File: config.mk
export PLATFORM = sky130hd
export DESIGN_NAME = uart_frame_tx
export DESIGN_NICKNAME = d
export VERILOG_FILES = /design/src/rtl/uart_frame_tx.sv
export SDC_FILE = /design/constraint.sdc
export NUM_CORES = 1
export LEC_CHECK = 0
export BUFFER_PORTS_ARGS = -buffer_cell sky130_fd_sc_hd__buf_2
export CAP_MARGIN = 20
export CORE_MARGIN = 8
export CORE_UTILIZATION = 45
export DETAILED_ROUTE_END_ITERATION = 12
export GPL_TIMING_DRIVEN = 1
export PLACE_DENSITY_LB_ADDON = 0.3
export SYNTH_ARGS = -nofsm -noshare
export SYNTH_HDL_FRONTEND = slang
export SYNTH_SLANG_ARGS = --single-unit
File: constraint.sdc
create_clock -name clk -period 3.33 [get_ports clk]
set_clock_uncertainty 0.2 [all_clocks]
set_input_delay 0.333 -clock clk [delete_from_list [all_inputs] [get_ports clk]]
set_output_delay 0.333 -clock clk [all_outputs]
set_load 0.005 [all_outputs]
File: src/rtl/uart_frame_tx.sv
// uart_frame_tx: multi-byte UART transmitter.
// Takes one frame (up to NBYTES bytes + runtime length) over valid/ready and
// sends it as back-to-back 8-bit characters: start, 8 data LSB first,
// optional parity, STOP_BITS stop bits. txd is registered and idles high.
// Optional build macro: UART_CR_TERM_EN appends a 0x0D character to every frame.
module uart_frame_tx #(
  parameter int CLKS_PER_BIT = 1085,
  parameter int NBYTES       = 8,
  parameter int PARITY       = 0,
  parameter int STOP_BITS    = 1
) (
  input  logic                  clk,
  input  logic                  rst,
  input  logic [8*NBYTES-1:0]   frame_data,
  input  logic [4:0]            frame_len,
  input  logic                  frame_valid,
  output logic                  frame_ready,
  output logic                  busy,
  output logic                  done,
  output logic                  txd
);

  localparam int BW = (CLKS_PER_BIT > 2) ? $clog2(CLKS_PER_BIT) : 1;

  typedef enum logic [2:0] {S_IDLE, S_START, S_DATA, S_PARITY, S_STOP} state_t;

  // Latched frame: payload plus clamped length, frozen for the whole frame.
  typedef struct packed {
    logic [8*NBYTES-1:0] data;
    logic [4:0]          len;
  } frame_req_t;

  state_t     state_q, state_nxt;
  logic [BW-1:0] baud_q, baud_nxt;
  logic [2:0] bit_q, bit_nxt;     // data bit index, reused as stop-bit index
  logic [4:0] byte_q, byte_nxt;   // 5 bits so a 16-byte frame (+terminator) never wraps
  frame_req_t req_q;
  logic       txd_q, txd_nxt;
  logic       done_q, done_nxt;
  logic       load;
  logic [4:0] len_in;
  logic       bit_end;
  logic       last_char;
  logic [7:0] cur_byte;
  logic       par_bit;

  // Length 0 or beyond the buffer means "whole buffer".
  assign len_in = (frame_len == 5'd0 || frame_len > 5'(NBYTES)) ? 5'(NBYTES) : frame_len;

  assign bit_end = (baud_q == BW'(CLKS_PER_BIT - 1));

  // Character currently on the wire; byte 0 lives in the top bits.
  always_comb begin
    cur_byte = 8'h00;
    for (int i = 0; i < NBYTES; i++)
      if (byte_q == 5'(i)) cur_byte = req_q.data[8*(NBYTES-1-i) +: 8];
`ifdef UART_CR_TERM_EN
    if (byte_q == req_q.len) cur_byte = 8'h0D;
`endif
  end

`ifdef UART_CR_TERM_EN
  assign last_char = (byte_q == req_q.len);
`else
  assign last_char = (byte_q == req_q.len - 5'd1);
`endif

  // Odd parity inverts the XOR reduction so the total count of ones is odd.
  assign par_bit = (PARITY == 1) ? ~(^cur_byte) : (^cur_byte);

  // State, counters, buffer and registered line outputs.
  always_ff @(posedge clk or posedge rst) begin
    if (rst) begin
      state_q <= S_IDLE;
      baud_q  <= '0;
      bit_q   <= '0;
      byte_q  <= '0;
      req_q   <= '0;
      txd_q   <= 1'b1;
      done_q  <= 1'b0;
    end else begin
      state_q <= state_nxt;
      baud_q  <= baud_nxt;
      bit_q   <= bit_nxt;
      byte_q  <= byte_nxt;
      txd_q   <= txd_nxt;
      done_q  <= done_nxt;
      if (load) req_q <= '{data: frame_data, len: len_in};
    end
  end

  // Next state; txd_nxt is the level of the bit that starts on this edge,
  // which keeps txd a pure register with no output decode.
  always_comb begin
    state_nxt = state_q;
    baud_nxt  = (state_q == S_IDLE || bit_end) ? '0 : baud_q + BW'(1);
    bit_nxt   = bit_q;
    byte_nxt  = byte_q;
    txd_nxt   = txd_q;
    done_nxt  = 1'b0;
    load      = 1'b0;
    case (state_q)
      S_IDLE: begin
        txd_nxt = 1'b1;
        if (frame_valid) begin
          load      = 1'b1;
          state_nxt = S_START;
          byte_nxt  = '0;
          txd_nxt   = 1'b0;
        end
      end
      S_START: begin
        if (bit_end) begin
          state_nxt = S_DATA;
          bit_nxt   = '0;
          txd_nxt   = cur_byte[0];
        end
      end
      S_DATA: begin
        if (bit_end) begin
          if (bit_q == 3'd7) begin
            bit_nxt = '0;
            if (PARITY != 0) begin
              state_nxt = S_PARITY;
              txd_nxt   = par_bit;
            end else begin
              state_nxt = S_STOP;
              txd_nxt   = 1'b1;
            end
          end else begin
            bit_nxt = bit_q + 3'd1;
            txd_nxt = cur_byte[bit_q + 3'd1];
          end
        end
      end
      S_PARITY: begin
        if (bit_end) begin
          state_nxt = S_STOP;
          bit_nxt   = '0;
          txd_nxt   = 1'b1;
        end
      end
      S_STOP: begin
        if (bit_end) begin
          if (bit_q == 3'(STOP_BITS - 1)) begin
            bit_nxt = '0;
            if (last_char) begin
              state_nxt = S_IDLE;
              done_nxt  = 1'b1;
              txd_nxt   = 1'b1;
            end else begin
              state_nxt = S_START;
              byte_nxt  = byte_q + 5'd1;
              txd_nxt   = 1'b0;
            end
          end else begin
            bit_nxt = bit_q + 3'd1;
          end
        end
      end
      default: state_nxt = S_IDLE;
    endcase
  end

  assign frame_ready = (state_q == S_IDLE);
  assign busy        = (state_q != S_IDLE);
  assign done        = done_q;
  assign txd         = txd_q;

endmodule

==> results.ini <==
[cells_and_area]
postLayoutCoreUtil_pct = 58.96
syn2layout_area_growth_pct = 27.13
design.final.nets = 651
post_route_cells_drive_above_1_share_pct = 30.31

[sta]
timing_worst_slew_pin_value_ns = 0.7379
final.setup.tns_ns = 0
slew_headroom_pct = 50.75
fmaxAchievable_mhz = 348.4
report.final.slew_viol_count = 0
finalHoldViolations = 0
setup_violations = 0
grt_setup_unrepaired = no
fin_crit_sh_pct = 86.20
final.min_clock_period_ns = 2.870

[drt]
route.detailed.vias_per_inst = 5.499
drt_pass1_iterations = 5
remaining_antenna_violation_count = 0
drc = 0
met2_wirelength_um = 6094
route.vias.total = 3910
wl_met3_um = 704
routed_wire_length_per_instance_um = 17.19
route.layer.met1.wl_um = 5149
routed.top_layer = met4
finalWirelength_um = 12220
drt_first_iter_violations = 252

[hold_path]
hold_path_class = in2reg
timing.hold.worst.start = frame_len[2]
timing.hold.worst_path_depth = 3
whs_endpoint = req_q[2]

[worst_setup_path]
timing.critical_path.to_type = flop
cp_class = reg2reg
worst_path_largest_cell_delay_ns = 0.47
timing.critical_path.arrival_ns = 2.96
path_max_fanout = 12
reg2regPathDepth = 9
cp_data_required_time_ns = 3.42
cp_slowest_cell = sky130_fd_sc_hd__dfrtp_1
critical_path.cell_chain = inv_1 -> ha_1 -> inv_1 -> o311ai_0 -> o311ai_0 -> a21oi_1 -> a211oi_1 -> a2111oi_1 -> o31ai_1
critPathLaunchType = flop
ff2ff_setup_slack_ns = 0.46
launching_point_of_the_worst_reg2reg_path = byte_q[0]
worstReg2RegEnd = txd

[status]
run_status = finished clean

[logic_synthesis]
synth-edff-count = 0
yosysWarnings = 0
post_synth.cell_area_avg_um2 = 11.06
netlist_area_um2 = 4810
syn-num-nets = 517
postSynth.topFlopCell = sky130_fd_sc_hd__dfrtp_1
synth_cells = 435
yosysUniqueCellTypes = 60
seq_area_frac_synth_pct = 48.41
synth-seq-cells = 93
async_reset_ff_share_pct = 100.0

[pwr]
vdd_ir_drop_max_mv = 0.3781
pwr_density_cell_nw_per_um2 = 524.4
power_total_uw = 3206
cellLeakagePower_uw = 0.002643

[placed_design]
detailed_place_hpwl_um = 8613
place.port_buffers = 75
finalWeightedCongestion = 0.9098

[global_routing]
antenna_found_initial = 1
first_global_vias = 4138
grt.total_usage_pct = 17.64
grt_max_degree = 51
grt_pass1_wl_um = 20410
overall_overflow_remaining_after_global_route = 0

[clock_tree]
cts-buffers-inserted = 9
cts_max_level = 3
clk_path_buf_depth = 2
root_buffer_selected_by_cts = sky130_fd_sc_hd__clkbuf_8
number_of_buffers_inserted_to_repair_setup_after_cts = 0
clock_sinks = 93
clkSlewWorstSetupHoldPaths_ns = 0.09
clk-insertion-delay-late_ns = 0.37
tritoncts = built

[floorplanning]
die_x_um = 119.4
fp.dieH_um = 119.4
total_die_area_um2 = 14250
ioPinCount = 76
std_cell_rows = 37
start_util_pct = 46.38
fp.coreArea_um2 = 10370

[run]
cap_violations = 0

synth_stat cells (5+ instances only):
cell                       count  area, µm²
sky130_fd_sc_hd__a221oi_1      6      52.55
sky130_fd_sc_hd__o22ai_1       6      37.54
sky130_fd_sc_hd__or3_1         7      43.79
sky130_fd_sc_hd__nor3_1        9      45.04
sky130_fd_sc_hd__nor2b_1       7      43.79
sky130_fd_sc_hd__a22o_1        6      52.55
sky130_fd_sc_hd__clkbuf_1      7      26.28
sky130_fd_sc_hd__inv_1        18      67.56
sky130_fd_sc_hd__o21ai_0      17      85.08
sky130_fd_sc_hd__nand3_1       9      45.04
sky130_fd_sc_hd__a211oi_1      8      60.06
sky130_fd_sc_hd__nand2b_1      8      50.05
sky130_fd_sc_hd__xnor2_1       6      52.55
sky130_fd_sc_hd__dfrtp_1      92       2302
sky130_fd_sc_hd__xor2_1        8      70.07
sky130_fd_sc_hd__nand4_1       5      31.28
sky130_fd_sc_hd__buf_2        14      70.07
sky130_fd_sc_hd__a21oi_1      17      85.08
sky130_fd_sc_hd__mux2_2       64      720.7
sky130_fd_sc_hd__ha_1         10      125.1
sky130_fd_sc_hd__nand2_1      22      82.58
sky130_fd_sc_hd__nor2_1       25      93.84
where the power goes:
| part | internal (µW) | switching, µW | total, µW | leakage [µW] |
|---|---|---|---|---|
| logic | 492 | 324 | 816 | 0.00142 |
| registers | 1480 | 258 | 1730 | 0.00114 |
| clock network | 270 | 386 | 656 | 0.0000825 |
metrics by stage:
stage | hold slack [ns] | instances | worst slack, ns | area [µm²]
finish | 0.02047 | 711 | 0.4596 | 6115
floorplan | 0.2498 | 435 | 0.3783 | 4810
global route | 0.01976 | 711 | 0.2435 | 6115
CTS | 0.003776 | 710 | 0.4596 | 6112
detailed placement | 0.2707 | 628 | 0.4977 | 5285
global placement | 0.2636 | 628 | 0.5847 | 5285
cells by family (layout without fill, tap and decap cells):
group / count (synthesis) / count (layout) / share of synthesized area [%]
AND/OR/NAND/NOR: 114 / 114 / 12.69
AO/OA/AOI/OAI: 97 / 97 / 14.49
flip-flops: 93 / 93 / 48.41
multiplexers: 64 / 64 / 14.98
buffers and inverters: 43 / 182 / 4.266
XOR/XNOR: 14 / 14 / 2.549
adder cells (fa/ha/maj): 10 / 10 / 2.601
other: 0 / 1 / 0
cell type report:
type / instances / area, µm²
sequential: 93 / 2328
tap: 136 / 170.2
multi-input combinational: 299 / 2277
inverter: 18 / 68.82
clock buffer: 10 / 127.6
fill: 866 / 4255
timing repair buffer: 148 / 1101
clock inverter: 6 / 38.79
antenna: 1 / 2.502
critical path: cells and delay by family, from the launching register on:
kind | cells | cell delay, ns
compound gates | 6 | 1.34
buf+inv | 2 | 0.33
flops | 1 | 0.47
fa+ha+maj | 1 | 0.44
repair_timing:
action                     in CTS  in global routing
gates resized for setup         0                  0
hold endpoints to repair      108                  0
hold buffers                   66                  0
setup endpoints to repair       0                  0
placed cells by master, fill, tap and decap left out, drive strengths merged, types with 7 or more instances in the layout:
cell type,count
a211oi,9
a21oi,18
buf,82
clkbuf,10
dfrtp,92
dlygate4sd3,66
ha,10
inv,18
mux2,64
nand2,22
nand2b,8
nand3,9
nor2,25
nor2b,7
nor3,10
o21ai,17
or3,8
xor2,8
how the worst max path moves through the flow:
stage          cells past startpoint         to  startpoint  slack (ns)
2_1_floorplan                      1  baud_q[0]         rst        0.38
3_3_place_gp                       9        txd   byte_q[0]        0.58
3_5_place_dp                       9        txd   byte_q[0]        0.50
4_1_cts                            9        txd   byte_q[0]        0.46
5_1_grt                            9        txd   byte_q[0]        0.24
6_report                           9        txd   byte_q[0]        0.46
layer usage:
| metal | global-route usage, % | vias to the layer above |
|---|---|---|
| met5 | 0 | - |
| met2 | 29.08 | 111 |
| met1 | 21.36 | 1913 |
| li1 | - | 1865 |
| met3 | 4.913 | 21 |
| met4 | 7.338 | 0 |
flip-flops by register name (all words and copies together) (netlist names):
register / flops
state_q: 3
txd: 1
byte_q: 5
req_q: 69
bit_q: 3
done: 1
baud_q: 11
Power figures use the tool's default switching activity.
